**src/rtl/mem_bus_arbiter_pkg.sv**
```systemverilog
// Shared types and widths for the memory-bus arbiter slice.
// Optional stall timeout is enabled by defining ARB_TIMEOUT_EN.
package mem_bus_pkg;

    localparam int DATA_W                 = 8;
    localparam int ID_W                   = 2;
    localparam int DEFAULT_TIMEOUT_CYCLES = 255;

    typedef enum logic [1:0] {
        IDLE  = 2'd0,
        GRANT = 2'd1,
        TURN  = 2'd2
    } arb_state_t;

    // A single requester still needs a 1-bit pointer.
    function automatic int ptr_width(input int n);
        return (n > 1) ? $clog2(n) : 1;
    endfunction

endpackage

```
**src/rtl/mem_bus_arbiter_if.sv**
```systemverilog
// Requester-side and downstream bus signals shared by the arbiter and its users.
// The arbiter uses the slave modport; requesters/downstream use master.
interface mem_bus_arbiter_if #(
    parameter int NUM_REQ = 4
);
    import mem_bus_pkg::*;

    logic [NUM_REQ-1:0]        req;
    logic [ID_W*NUM_REQ-1:0]   req_id;
    logic [DATA_W*NUM_REQ-1:0] req_data;
    logic [NUM_REQ-1:0]        req_valid;
    logic [NUM_REQ-1:0]        req_ready;
    logic [NUM_REQ-1:0]        grant;
    logic [DATA_W-1:0]         bus_data;
    logic                      bus_valid;
    logic                      bus_ready;
    logic [ID_W-1:0]           bus_id;
    logic                      bus_busy;

    modport master (
        output req, req_id, req_data, req_valid, bus_ready,
        input  req_ready, grant, bus_data, bus_valid, bus_id, bus_busy
    );

    modport slave (
        input  req, req_id, req_data, req_valid, bus_ready,
        output req_ready, grant, bus_data, bus_valid, bus_id, bus_busy
    );

endinterface

```
**src/rtl/mem_bus_arbiter_rr_pick.sv**
```systemverilog
// Rotating-priority picker: first unmasked request at or above ptr, wrapping.
// Purely combinational; produces a one-hot (or zero) winner.
module rr_pick
    import mem_bus_pkg::*;
#(
    parameter int N     = 4,
    parameter int PTR_W = 2
) (
    input  logic [N-1:0]     req,
    input  logic [N-1:0]     mask,
    input  logic [PTR_W-1:0] ptr,
    output logic [N-1:0]     winner
);

    logic [N-1:0] eligible;
    logic [N-1:0] rotated;
    logic [N-1:0] pick;

    // Rotate so ptr sits at bit 0, take the lowest set bit, rotate back.
    assign eligible = req & ~mask;
    assign rotated  = N'({eligible, eligible} >> ptr);
    assign pick     = rotated & (-rotated);
    assign winner   = N'(({pick, pick} << ptr) >> N);

endmodule

```
**src/rtl/mem_bus_arbiter.sv**
```systemverilog
// Round-robin owner arbiter for a shared memory-interface bus (IDLE/GRANT/TURN).
// Define ARB_TIMEOUT_EN to add the stall counter, requester mask and timeout_evt.
module mem_bus_arbiter
    import mem_bus_pkg::*;
#(
    parameter int NUM_REQ        = 4
`ifdef ARB_TIMEOUT_EN
    ,
    parameter int TIMEOUT_CYCLES = DEFAULT_TIMEOUT_CYCLES
`endif
) (
    input  logic             clk,
    input  logic             rst,
    mem_bus_arbiter_if.slave bus
`ifdef ARB_TIMEOUT_EN
    ,
    output logic             timeout_evt
`endif
);

    localparam int PTR_W = ptr_width(NUM_REQ);

    arb_state_t         state, state_nxt;
    logic [NUM_REQ-1:0] grant_q, grant_nxt;
    logic [NUM_REQ-1:0] winner;
    logic [NUM_REQ-1:0] mask;
    logic [PTR_W-1:0]   ptr, ptr_nxt;
    logic [PTR_W-1:0]   owner_idx, owner_inc;
    logic               owner_req;

`ifdef ARB_TIMEOUT_EN
    localparam int CNT_W = $clog2(TIMEOUT_CYCLES + 1);

    logic [CNT_W-1:0]   stall_cnt, stall_nxt;
    logic [NUM_REQ-1:0] mask_q, mask_nxt;
    logic               timeout_nxt;
    logic               handshake;

    assign mask      = mask_q;
    assign handshake = bus.bus_valid & bus.bus_ready;
`else
    assign mask = '0;
`endif

    rr_pick #(
        .N     (NUM_REQ),
        .PTR_W (PTR_W)
    ) u_pick (
        .req    (bus.req),
        .mask   (mask),
        .ptr    (ptr),
        .winner (winner)
    );

    // bus_valid is qualified by req so a beat offered in the release cycle never transfers.
    always_comb begin
        owner_idx     = '0;
        owner_req     = 1'b0;
        bus.bus_data  = '0;
        bus.bus_valid = 1'b0;
        bus.bus_id    = '0;
        for (int i = 0; i < NUM_REQ; i++) begin
            if (grant_q[i]) begin
                owner_idx     = PTR_W'(i);
                owner_req     = bus.req[i];
                bus.bus_data  = bus.req_data[i*DATA_W +: DATA_W];
                bus.bus_valid = bus.req_valid[i] & bus.req[i];
                bus.bus_id    = bus.req_id[i*ID_W +: ID_W];
            end
        end
    end

    assign owner_inc     = (owner_idx == PTR_W'(NUM_REQ - 1)) ? '0 : owner_idx + PTR_W'(1);
    assign bus.req_ready = grant_q & {NUM_REQ{bus.bus_ready}};
    assign bus.grant     = grant_q;
    assign bus.bus_busy  = |grant_q;

    always_comb begin
        state_nxt   = state;
        grant_nxt   = grant_q;
        ptr_nxt     = ptr;
`ifdef ARB_TIMEOUT_EN
        stall_nxt   = stall_cnt;
        mask_nxt    = mask_q & bus.req;
        timeout_nxt = 1'b0;
`endif
        unique case (state)
            IDLE: begin
                if (|winner) begin
                    grant_nxt = winner;
                    state_nxt = GRANT;
`ifdef ARB_TIMEOUT_EN
                    stall_nxt = '0;
`endif
                end
            end
            GRANT: begin
                if (!owner_req) begin
                    grant_nxt = '0;
                    state_nxt = TURN;
                    ptr_nxt   = owner_inc;
                end
`ifdef ARB_TIMEOUT_EN
                else if (handshake) begin
                    stall_nxt = '0;
                end else if (stall_cnt == CNT_W'(TIMEOUT_CYCLES - 1)) begin
                    // Forced release; the owner stays masked until it lets go of req.
                    grant_nxt   = '0;
                    state_nxt   = TURN;
                    ptr_nxt     = owner_inc;
                    timeout_nxt = 1'b1;
                    mask_nxt    = mask_nxt | grant_q;
                end else begin
                    stall_nxt = stall_cnt + CNT_W'(1);
                end
`endif
            end
            TURN:    state_nxt = IDLE;
            default: state_nxt = IDLE;
        endcase
    end

    always_ff @(posedge clk) begin
        if (rst) begin
            state       <= IDLE;
            grant_q     <= '0;
            ptr         <= '0;
`ifdef ARB_TIMEOUT_EN
            stall_cnt   <= '0;
            mask_q      <= '0;
            timeout_evt <= 1'b0;
`endif
        end else begin
            state       <= state_nxt;
            grant_q     <= grant_nxt;
            ptr         <= ptr_nxt;
`ifdef ARB_TIMEOUT_EN
            stall_cnt   <= stall_nxt;
            mask_q      <= mask_nxt;
            timeout_evt <= timeout_nxt;
`endif
        end
    end

endmodule

```
**src/flat_wrapper.sv**
```systemverilog
// flat-port wrapper written by rule: the top's interface ports become plain ports
module mem_bus_arbiter_flat import mem_bus_pkg::*;
#(
    parameter int NUM_REQ        = 4

)
  (clk, rst, bus_req, bus_req_id, bus_req_data, bus_req_valid, bus_bus_ready, bus_req_ready, bus_grant, bus_bus_data, bus_bus_valid, bus_bus_id, bus_bus_busy);
  mem_bus_arbiter_if #(.NUM_REQ(NUM_REQ)) bus_i ();
  input  logic clk;
  input  logic rst;
  input wire logic [$bits(bus_i.req)-1:0] bus_req;
  input wire logic [$bits(bus_i.req_id)-1:0] bus_req_id;
  input wire logic [$bits(bus_i.req_data)-1:0] bus_req_data;
  input wire logic [$bits(bus_i.req_valid)-1:0] bus_req_valid;
  input wire logic [$bits(bus_i.bus_ready)-1:0] bus_bus_ready;
  output wire logic [$bits(bus_i.req_ready)-1:0] bus_req_ready;
  output wire logic [$bits(bus_i.grant)-1:0] bus_grant;
  output wire logic [$bits(bus_i.bus_data)-1:0] bus_bus_data;
  output wire logic [$bits(bus_i.bus_valid)-1:0] bus_bus_valid;
  output wire logic [$bits(bus_i.bus_id)-1:0] bus_bus_id;
  output wire logic [$bits(bus_i.bus_busy)-1:0] bus_bus_busy;
  assign bus_i.req = bus_req;
  assign bus_i.req_id = bus_req_id;
  assign bus_i.req_data = bus_req_data;
  assign bus_i.req_valid = bus_req_valid;
  assign bus_i.bus_ready = bus_bus_ready;
  assign bus_req_ready = bus_i.req_ready;
  assign bus_grant = bus_i.grant;
  assign bus_bus_data = bus_i.bus_data;
  assign bus_bus_valid = bus_i.bus_valid;
  assign bus_bus_id = bus_i.bus_id;
  assign bus_bus_busy = bus_i.bus_busy;
  mem_bus_arbiter #(.NUM_REQ(NUM_REQ)) u_core (.clk(clk), .rst(rst), .bus(bus_i));
endmodule
```
**config.mk**
```make
export PLATFORM = sky130hd
export DESIGN_NAME = mem_bus_arbiter_flat
export DESIGN_NICKNAME = d
export VERILOG_FILES = /design/src/rtl/mem_bus_arbiter_pkg.sv /design/src/rtl/mem_bus_arbiter_if.sv /design/src/rtl/mem_bus_arbiter_rr_pick.sv /design/src/rtl/mem_bus_arbiter.sv /design/src/flat_wrapper.sv
export SDC_FILE = /design/constraint.sdc
export NUM_CORES = 1
export LEC_CHECK = 0
export BUFFER_PORTS_ARGS = -buffer_cell sky130_fd_sc_hd__buf_2
export CAP_MARGIN = 40
export CORE_MARGIN = 5
export CORE_UTILIZATION = 25
export CTS_CLUSTER_SIZE = 10
export DETAILED_ROUTE_END_ITERATION = 8
export GPL_TIMING_DRIVEN = 0
export SYNTH_ARGS = -nofsm -noshare
export SYNTH_HDL_FRONTEND = slang
export SYNTH_HIERARCHICAL = 1
export SYNTH_SLANG_ARGS = --single-unit
export TNS_END_PERCENT = 5
```
**constraint.sdc**
```tcl
create_clock -name clk -period 1.7 [get_ports clk]
set_input_delay 0.34 -clock clk [delete_from_list [all_inputs] [get_ports clk]]
set_output_delay 0.34 -clock clk [all_outputs]
set_load 0.005 [all_outputs]
```
# Word-level counts from Yosys, hierarchy flattened
# Index checks and enable logic that the tools add are counted.
# totals
word_cells,51
out_inout_bits,20
inputBits,51
reg_bits,8
# classes
shifts,2
add_sub_neg,2
n_reduce_logical,7
n_eq_ne,4
n_mux,26
bitwise,7
# ops
operator,count
two-way mux 8 bit,4
two-way mux 2 bit,9
two-way mux 1 bit,9
bitwise AND 4 bit,2
two-way mux 4 bit,2
one-hot mux 4 bit (2 select lines),1
OR reduction 4 bit,2
<< shifter 8 x 2 -> 8 bit,1
right shift 8 x 2 -> 4 bit,1
bitwise AND 1 bit,4
negator 4 bit,1
one-hot mux 2 bit (2 select lines),1
AND reduction 2 bit,2
AND reduction 3 bit,1
"adder 2 x 1 -> 2 bit, second input constant",1
"== test 2 x 1 -> 1 bit, second input constant",1
"== test 2 bit, second input constant",1
logical NOT 2 bit,1
"!= test 2 x 1 -> 1 bit, second input constant",1
"!= test 2 bit, second input constant",1
nonzero test 2 bit,1
inverter 1 bit,1

# Logic depth before layout (Yosys ltp)
# Gate-level depths: netlist of the first run.
# depth
word_depth,7
mapped_depth,7
mapped_depth_nobuf,7

# Hierarchy
# Netlist of the first run, hierarchy kept.
# by_module_without_submodules
mod,area_each_um2,cells_each,instances
mem_bus_arbiter,754.5,92,1
rr_pick,171.4,20,1

# Worst setup path before layout of the first run
# No wires, ideal clock.
# synth_timing
kind,reg-to-reg
start,"register u_core.grant_q[1], in the netlist u_core/bus.grant[1]"
end,register u_core.ptr[0]
required_ns,1.579
path_slack_ns,0.019
synth_period_minus_slack_ns,1.681
path_stages_with_launch,6
arrival_ns,1.560
cell_sequence,dfxtp_1 buf_6 and3b_1 a2111oi_4 o211a_4 mux2_4
# synth_between
elab_chain_cells,5
word_cells_on_any_way,11
cone_classes,1 x add/sub; 1 x eq/ne; 7 x mux; 1 x bitwise; 1 x reduce/logical
# synth_rtl
element,line,source
start: declaration,mem_bus_arbiter.sv:24,"logic [NUM_REQ-1:0] grant_q, grant_nxt;"
start signal: assignment,mem_bus_arbiter.sv:135,grant_q <= grant_nxt;
two-way mux 1 bit,mem_bus_arbiter.sv:63,if (grant_q[i]) begin
two-way mux 2 bit / two-way mux 1 bit (equally long branches) (2 in series),mem_bus_arbiter.sv:63,
adder 2 x 1 -> 2 bit (tied with other cells),mem_bus_arbiter.sv:73,assign owner_inc = (owner_idx == PTR_W'(NUM_REQ - 1)) ? '0 : owner_idx + PTR_W'(1);
two-way mux 2 bit / AND reduction 2 bit (equally long branches),--,
end signal: assignment,mem_bus_arbiter.sv:136,ptr <= ptr_nxt;
end: declaration,mem_bus_arbiter.sv:27,"logic [PTR_W-1:0] ptr, ptr_nxt;"
# Parallel ways exist; a longest one is shown, timed or not.
# A chain may end at the register's enable or synchronous reset.

# Worst setup path in the final report of the first run
# layout_timing
start,"register u_core.grant_q[1], in the netlist u_core/bus.grant[1]"
end,output port bus_bus_data[3]
# layout_between
elab_chain_cells,3
# layout_rtl
element,line,source
two-way mux 8 bit (3 in series),mem_bus_arbiter.sv:63,
end: declaration,flat_wrapper.sv:18,output wire logic [$bits(bus_i.bus_data)-1:0] bus_bus_data;
# No other way between the ends.

==> results of run 1 <==
[cells in the mapped netlist, types with 3 or more instances]
library cell,instances
a22oi_1,15
nor2_1,13
a221o_1,10
dfxtp_1,8
nor3_1,7
o21ai_0,5
a21oi_1,4
and2_1,4
clkbuf_1,3
nand2b_1,3
nand2b_4,3
nor2b_1,3
o21ai_1,3
[metrics by stage]
stage               setup TNS, ns  worst slack [ns]
finish                     -0.771           -0.0936
global route                -1.72            -0.186
CTS                         -1.40            -0.150
detailed placement          -2.20            -0.237
global placement            -2.01            -0.223
floorplan                       0            0.0189
[worst paths after layout]
check | from | to | slack (ns)
min reg2reg | u_core/state[1]$_SDFFE_PP0P_ | u_core/state[1]$_SDFFE_PP0P_ | 0.47
max | u_core/bus.grant[1]$_SDFFE_PP0P_ | bus_bus_data[3] | -0.09
min | u_core/state[1]$_SDFFE_PP0P_ | u_core/state[1]$_SDFFE_PP0P_ | 0.47
max reg2reg | u_core/bus.grant[2]$_SDFFE_PP0P_ | u_core/ptr[0]$_SDFFE_PP0P_ | 0.04
[report_power, final]
| part | switching, uW | internal (uW) |
|---|---|---|
| clock network | 70.5 | 153 |
| registers | 53.3 | 221 |
| logic | 290 | 362 |
[layout make-up]
class | instances | area [sq um]
fill | 376 | 2070
clock buffer | 3 | 41.3
tap | 48 | 60.1
sequential | 8 | 170
buffer | 6 | 67.6
multi-input combinational | 96 | 777
inverter | 3 | 11.3
timing repair buffer | 80 | 439
[flip-flops by register name, summed over array words and instances, names as in the netlist]
| register | flops |
|---|---|
| u_core/ptr | 2 |
| u_core/state | 2 |
| u_core/bus.grant | 4 |
[worst max-delay path: cells and delay by family, from the launching register on]
family	cells	cell delay, ns
and+or+nand+nor	2	0.21
DFF	1	0.36
AOI/OAI and AO/OA	2	0.40
buffers and inverters	2	0.26
[layer usage]
metal	vias to the layer above	part of all wire (%)
met4	0	0
met1	540	43
met2	56	47
li1	603	-
met5	-	0
met3	0	10
[placed cells by master (no fill, tap or decap), types with 2 or more instances in the layout]
master and n:
nor2b_1 2, dfxtp_2 2, nor3_1 7, o21ai_1 5, buf_2 70, inv_1 2, nand2b_1 3, buf_4 10
dfxtp_1 4, buf_6 2, nand3_1 2, a22oi_2 9, and2_1 4, clkbuf_8 3, mux2_4 2, nand2b_4 3
conb_1 4, a221o_1 10, a21oi_1 3, a22oi_1 7, o21ai_0 3, buf_8 2, nor2_1 13, dfxtp_4 2
or2_2 2
[cells by family after synthesis]
family | count (synthesis)
simple gates | 43
flops | 8
compound gates | 46
mux | 3
other cells | 1
buf+inv | 11
[timing repair]
item	4_1_cts	5_1_grt
buffers inserted	9	1
setup endpoints to repair	16	17
resized for setup	27	11
cloned	1	0
pin swaps	6	6
==> results.md, run 1 <==
* Status: complete, but fails checks
* Violated checks: setup timing
* Clock Skews at 0.00122 ns
* Crit Path Max Fanout at 8
* Async set-reset flop share out of synthesis at 0%
* Crit-path cells: nor2b_4 -> buf_8 -> a22oi_2 -> nor2_1 -> a221o_1 -> buf_2
* Critical Path End Type: output port
* Slew Limit Fails at 0
* Distinct cells, synth at 38
* Largest net degree at the start of global routing at 11
* Ys flop type: dfxtp_1
* Final setup viols at 10
* Antenna Nets Post-Route at 0
* Area fraction in compound gates after synthesis at 43.1%
* Cell accounting for the most synthesized area: dfxtp_1
* Residual DRC at 0
* Area of placed instances at 1340 sq um
* WL final at 3.42 mm
* Floorplan row count at 22
* Mux share of post-synthesis cell area at 4.32%
* Largest family of logic cells by synthesized area: compound AO/OA/AOI/OAI gates
* Max-cap viol count at 0
* Fin nets at 249
* CP required at 1.36 ns
* Share of cells above drive strength 1 at 60.2%
* WL/cell at 14.0 um
* Final Worst Setup Slack at -0.0936 ns
* Critical-path top delay cell: dfxtp_4
* Final Core Density at 43.1%
* Total Routing Usage GR at 13.2%
* Reg clk slew, reported paths at 0.04 ns
* Area Overhead vs Synth at 69.2%
* Number of diodes at 0
* Final worst path period share at 106%
* DIE WIDTH at 70.9 um
* Leakage at 0.000759 uW
* VDD IR max at 0.435 mV
* TritonCTS clock tree: built
* Post-Synth Adder-Cell Area at 0%
* Worst min-delay path category: flop to flop
* Post-route design area at 1570 sq um
* Final Hold Vio Count at 0
* Yosys Warn Count at 6
* DP HPWL at 2.66 mm
* Clock Latency Late Sink at 0.22 ns
* Initial antenna violation count at 0
* Met1 Use GR at 15.6%
* H-tree depth at 1
* Syn Std Cell Area at 926 sq um
* Fin crit period at 1.79 ns
* Clock sink count at 8
* RD Place Congestion at 0.819
* CTS Buffer Depth at 2
* Most used routing layer: met2
* First-pass GRT wire length at 5.53 mm
* Hold_buf cts at 0
* Post-synth EDFFs at 0
* DR vias/cell at 4.91
* Met2 usage at 23.5%
* Yosys reg bits at 8
* Via Count at 1,199
* Drt pass-1 iters at 4
* Overflow after GRT at 0
* I/O pin cnt at 71
* Post-route total power at 1150 uW
* XOR/XNOR share of the synthesized area at 0%
* Syn Area/Cell at 8.27 sq um
* Startpoint Class: flop
* Vias in the first global route at 1,192
* Root Buffer: clkbuf_8
* Synthesized instance count at 112
* Synth area leaders: dfxtp_1 17%, a22oi_1 12%, a221o_1 11%
* Cells on worst reg2reg path at 5
* CTS Buf Count at 3
* Hold_ws at 0.473 ns
* Initial DRC count at 39
* Sequential area share after synthesis at 17.3%
* F_max at 558 MHz
* RSZ-0062 raised after global routing: yes
* Synth top area share at 17.3%
* Placed Cells at 232
* Arrival time worst endpoint at 1.45 ns
* Hold depth at 1
* Final non-filler cell total at 244
* Die ar. at 5020 sq um
* Initial Util at 25.5%
* Met3 Usage GRT at 5.26%
* Port Buffers at 69
* Critical Setup Path Class: flop to output port
* Die Y at 70.9 um
* Core Footprint at 3630 sq um
* Simple-gate share of the synthesized area at 29.3%
* P per Cell Area at 734 nW/um^2
* Largest stage delay on the critical path at 0.36 ns
Note: power is estimated with default switching activity, not from simulation.
==> run 2, diff against run 1 <==
--- a/config.mk
+++ b/config.mk
@@ -10,3 +10,3 @@
 export CORE_MARGIN = 5
-export CORE_UTILIZATION = 25
+export CORE_UTILIZATION = 36
 export CTS_CLUSTER_SIZE = 10
@@ -14,2 +14,3 @@
 export GPL_TIMING_DRIVEN = 0
+export PLACE_DENSITY = 0.77
 export SYNTH_ARGS = -nofsm -noshare
==> constraint.sdc (replaced) <==
create_clock -name clk -period 1.7 [get_ports clk]
set_input_delay 0.085 -clock clk [delete_from_list [all_inputs] [get_ports clk]]
set_output_delay 0.085 -clock clk [all_outputs]
set_load 0.005 [all_outputs]
==> results.md, run 2 (same netlist as run 1, synthesis figures left out) <==
* Status: finished, final reports clean
* Core Footprint at 2480 sq um (-32%)
* Critical-path top delay cell: dfxtp_2
* Final worst path period share at 98.2% (-7.3 points)
* CP required at 1.62 ns (+0.26 ns)
* WL/cell at 15.4 um (+10%)
* P per Cell Area at 716 nW/um^2 (-2.5%)
* Worst R2R End: u_core/ptr[1]$_SDFFE_PP0P_
* Critical Setup Path Class: flop to output port
* Cells on worst reg2reg path at 5 (unchanged)
* Share of cells above drive strength 1 at 57.8% (-2.4 points)
* Leakage at 0.000723 uW (-4.8%)
* Via Count at 1,240 (+3.4%)
* Slew Limit Fails at 0 (unchanged)
* Floorplan row count at 18 (-18%)
* Final Worst Setup Slack at 0.0307 ns (+0.124 ns)
* TritonCTS clock tree: built
* Root Buffer: clkbuf_4
* Area Overhead vs Synth at 57.6%
* DR vias/cell at 5.59 (+14%)
* First-pass GRT wire length at 4.77 mm (-14%)
* Largest net degree at the start of global routing at 11 (unchanged)
* Critical Path Source: u_core/bus.grant[1]$_SDFFE_PP0P_
* Residual DRC at 0 (unchanged)
* Final setup viols at 0 (-10)
* DP HPWL at 2.57 mm (-3.1%)
* Startpoint Class: flop
* Initial antenna violation count at 0 (unchanged)
* RD Place Congestion at 0.835 (+1.9%)
* Fin crit period at 1.67 ns (-0.124 ns)
* Clock Skews at 0.00168 ns (+0.000452 ns)
* Port Buffers at 69 (unchanged)
* Antenna Nets Post-Route at 0 (unchanged)
* Fin nets at 245 (-1.6%)
* RSZ-0062 raised after global routing: yes
* Hold depth at 2 (+1)
* Commonest cells after routing, fill and taps aside: 70 x buf_2, 13 x nor2_1, 10 x a221o_1
* I/O pin cnt at 71 (unchanged)
* Vias in the first global route at 1,124 (-5.7%)
* CTS Buf Count at 3 (unchanged)
* Clock sink count at 8 (unchanged)
* Max-cap viol count at 0 (unchanged)
* Cell family with most CP delay: buffers and inverters
* CTS Buffer Depth at 2 (unchanged)
* Most common cell after layout, fill and taps aside: buf_2
* Largest stage delay on the critical path at 0.32 ns (-0.04 ns)
* F_max at 599 MHz (+7.4%)
* Final Hold Vio Count at 0 (unchanged)
* Die ar. at 3690 sq um (-27%)
* Clock Latency Late Sink at 0.25 ns (+0.03 ns)
* Initial DRC count at 56 (+44%)
* Hold Crit Endpoint: u_core/bus.grant[2]$_SDFFE_PP0P_
* FF-to-FF Start: u_core/bus.grant[2]$_SDFFE_PP0P_
* HP Start: rst
* Final Core Density at 58.9% (+16 points)
* H-tree depth at 1 (unchanged)
* VDD IR max at 0.501 mV (+15%)
* DIE WIDTH at 60.7 um (-14%)
* Reg clk slew, reported paths at 0.05 ns (about the same)
* R2R Setup Slk at 0.06 ns (+0.02 ns)
* Worst min-delay path category: input port to flop
* Max reg flops at 4 (unchanged)
* Pre-CTS setup slack at -0.0365 ns (+0.201 ns)
* Die Y at 60.7 um (-14%)
* Overflow after GRT at 0 (unchanged)
* CP Buf/Inv Count at 3 (+1)
* Number of diodes at 0 (unchanged)
* Crit Path Max Fanout at 10 (+2)
* Critical Path End Type: output port
* Total Routing Usage GR at 16.7% (+3.5 points)
* Crit-path cells: buf_6 -> nor2b_4 -> clkbuf_8 -> a22oi_2 -> nor2_1 -> a221o_1 -> buf_2
* Initial Util at 37.4% (+12 points)
* Arrival time worst endpoint at 1.58 ns (+0.13 ns)
* WL final at 3.43 mm (+0.20%)
* Drt pass-1 iters at 4 (unchanged)
## run 2: final cells by class
cell class	instances	area, sq um
buffer	8	65.1
clock buffer	3	22.5
fill	224	1020
inverter	3	11.3
multi-input combinational	96	773
sequential	8	163
tap	30	37.5
timing repair buffer	74	387
## run 2: worst register-to-register path, cell delays in order, from the launching register on
cell and delay (ns):
dfxtp_1 0.33, buf_6 0.14, buf_4 0.17, a2111oi_4 0.35
o211a_4 0.23, mux2_4 0.30
## run 2: worst max path at each step
stage | end | slack [ns] | cells after the start
after floorplan | u_core/ptr[0]$_SDFFE_PP0P_ | 0.02 | 5
after global placement | u_core/ptr[0]$_SDFFE_PP0P_ | -0.01 | 5
after detailed placement | u_core/ptr[1]$_SDFFE_PP0P_ | -0.04 | 5
after CTS | bus_bus_id[0] | -0.003 | 7
after global routing | bus_bus_id[0] | -0.03 | 7
final | bus_bus_id[0] | 0.03 | 7
## run 2: through the flow
step / total power [uW] / cells / TNS, ns / instance area [sq um] / hold slack (ns)
floorplan: 614 / 115 / 0 / 937 / 0.286
global placement: 807 / 214 / -0.0285 / 1320 / 0.464
detailed placement: 819 / 214 / -0.0789 / 1320 / 0.466
CTS: 1010 / 222 / -0.00763 / 1410 / 0.272
global route: 1120 / 222 / -0.0931 / 1460 / 0.324
finish: 1040 / 222 / 0 / 1460 / 0.282
## run 2: per-layer routing
layer / GRT usage (%) / vias to the layer above / routed length, um
met5: 0 / - / 0
met4: 4.95 / 0 / 63
met3: 3.40 / 8 / 271
met2: 27.5 / 57 / 1770
met1: 22.0 / 575 / 1320
li1: - / 600 / -
## run 2: what timing repair did
| action | CTS | global route |
|---|---|---|
| buffers inserted | 4 | 0 |
| gates cloned | 1 | 0 |
| pin swaps | 3 | 0 |
| setup endpoints to repair | 15 | 17 |
| gates resized for setup | 10 | 17 |
| hold buffers | 0 | 0 |
## run 2: power breakdown
part	switching (uW)	total, uW	internal (uW)
Sequential	42.5	262	219
Combinational	303	641	338
Clock	61.5	142	80.6
Total	407	1040	638
==> run 3, diff against run 2 <==
BUFFER_PORTS_ARGS = default   (was -buffer_cell sky130_fd_sc_hd__buf_2)
CELL_PAD_IN_SITES_DETAIL_PLACEMENT = 1   (was default)
CELL_PAD_IN_SITES_GLOBAL_PLACEMENT = 2   (was default)
CORE_UTILIZATION = 28   (was 36)
DONT_BUFFER_PORTS = 1   (was default)
PLACE_DENSITY = default   (was 0.77)
PLACE_DENSITY_LB_ADDON = 0.1   (was default)
==> results.md, run 3 (same netlist as run 1, synthesis figures left out) <==
* Die ar. at 4560 sq um (+24%)
* Crit Path Max Fanout at 8 (-2)
* Root Buffer: clkbuf_4
* Clock Skews at 0.00176 ns (+0.0000858 ns)
* Largest net degree at the start of global routing at 11 (unchanged)
* Die Y at 67.5 um (+11%)
* Fillers at 400 (+79%)
* Core Footprint at 3100 sq um (+25%)
* Reg clk slew, reported paths at 0.06 ns (about the same)
* F_max at 592 MHz (-1.2%)
* Final Worst Setup Slack at 0.0106 ns (-0.0201 ns)
* Fin nets at 178 (-27%)
* Post-route design area at 1120 sq um (-23%)
* Pre-CTS setup slack at -0.165 ns (-0.128 ns)
* WL/cell at 19.8 um (+28%)
* Final Hold Vio Count at 0 (unchanged)
* Total Routing Usage GR at 13.9% (-2.8 points)
* Arrival time worst endpoint at 1.83 ns (+0.25 ns)
* Final Core Density at 36.2% (-23 points)
* VDD IR max at 0.256 mV (-49%)
* H-tree depth at 1 (unchanged)
* Critical Path End Type: flop
* Startpoint Class: flop
* Vias in the first global route at 970 (-14%)
* Post-route total power at 925 uW (-11%)
* RSZ-0062 raised after global routing: yes
* Residual DRC at 0 (unchanged)
* DIE WIDTH at 67.5 um (+11%)
* Overflow after GRT at 0 (unchanged)
* RD Place Congestion at 0.782 (-6.3%)
* Final setup viols at 0 (unchanged)
* Leakage at 0.000434 uW (-40%)
* Max reg flops at 4 (unchanged)
* Worst min-delay path category: input port to flop
* Drt pass-1 iters at 4 (unchanged)
* Antenna Nets Post-Route at 0 (unchanged)
* Port Buffers at 0 (-100%)
* Initial DRC count at 40 (-29%)
* DP HPWL at 2.63 mm (+2.3%)
* Share of cells above drive strength 1 at 33.6% (-24 points)
* Area of the multi-input gates at 751 sq um (-2.9%)
* Initial Util at 29.8% (-7.5 points)
* Area Overhead vs Synth at 21.4%
* Status: finished, final reports clean
* TritonCTS clock tree: built
* WL final at 3.34 mm (-2.5%)
* Number of diodes at 0 (unchanged)
* Initial antenna violation count at 0 (unchanged)
* Area of placed instances at 992 sq um (-25%)
* Fin crit period at 1.69 ns (+0.0201 ns)
* Slew Limit Fails at 0 (unchanged)
* Commonest cells after routing, fill and taps aside: 13 x nor2_1, 12 x a22oi_1, 10 x a221o_1
* DR vias/cell at 5.92 (+5.9%)
* Clock Latency Late Sink at 0.25 ns (about the same)
* First-pass GRT wire length at 4.83 mm (+1.2%)
* CTS Buf Count at 3 (unchanged)
* Via Count at 1,000 (-19%)
* Register area at 168 sq um (+3.1%)
* I/O pin cnt at 71 (unchanged)
* Most common cell after layout, fill and taps aside: nor2_1
* Final worst path period share at 99.4% (+1.2 points)
* Clock sink count at 8 (unchanged)
* CTS Buffer Depth at 2 (unchanged)
* Floorplan row count at 20 (+2)
* CP required at 1.84 ns (+0.22 ns)
* P per Cell Area at 823 nW/um^2 (+15%)
* Critical Setup Path Class: flop to flop
* Max-cap viol count at 0 (unchanged)
[run 3: critical path, stage by stage (launching register included)]
cell and delay [ns]:
dfxtp_2 0.34, buf_6 0.12, and3b_1 0.21, a2111oi_4 0.35, o211a_4 0.26, mux2_4 0.30
[run 3: worst paths after layout]
kind | from | to | slack, ns | depth (start not counted)
max reg2reg | u_core/bus.grant[1]$_SDFFE_PP0P_ | u_core/ptr[1]$_SDFFE_PP0P_ | 0.01 | 5
min | bus_req[3] | u_core/state[1]$_SDFFE_PP0P_ | 0.20 | 3
min reg2reg | u_core/state[1]$_SDFFE_PP0P_ | u_core/state[1]$_SDFFE_PP0P_ | 0.51 | 1
max | u_core/bus.grant[1]$_SDFFE_PP0P_ | u_core/ptr[1]$_SDFFE_PP0P_ | 0.01 | 5
[run 3: area by class of cell]
cell class                      instances  share of cell area [%]
Buffer                                  8                    5.68
Multi-Input combinational cell         96                    66.8
Sequential cell                         8                    14.9
Timing Repair Buffer                    7                    4.68
Tap cell                               44                    4.90
Clock buffer                            3                    2.00
Inverter                                3                    1.00
[run 3: where the power goes]
| group | switching [uW] | internal, uW |
|---|---|---|
| logic | 252 | 251 |
| clock network | 69.3 | 81.1 |
| registers | 51.8 | 220 |
| total | 373 | 551 |
[run 3: per-layer routing]
| layer | vias to the layer above | part of all wire [%] | GRT usage [%] |
|---|---|---|---|
| met2 | 45 | 48 | 22.5 |
| met4 | 0 | 0.69 | 4.05 |
| met3 | 2 | 6.0 | 2.16 |
| met5 | - | 0 | 0 |
| li1 | 464 | - | - |
| met1 | 489 | 45 | 18.9 |
[run 3: per-stage QoR]
step / TNS [ns] / cells / hold WS (ns)
after detailed placement: -0.327 / 159 / 0.298
after floorplan: 0 / 115 / 0.286
final: 0 / 169 / 0.204
after CTS: 0 / 163 / 0.165
after global placement: -0.276 / 159 / 0.302
after global routing: -0.0832 / 169 / 0.228
[run 3: timing repair]
| item | CTS | global route |
|---|---|---|
| pin swaps | 4 | 2 |
| setup endpoints to repair | 17 | 15 |
| gates resized for setup | 11 | 12 |
| hold buffers | 0 | 0 |
| buffers inserted | 1 | 6 |
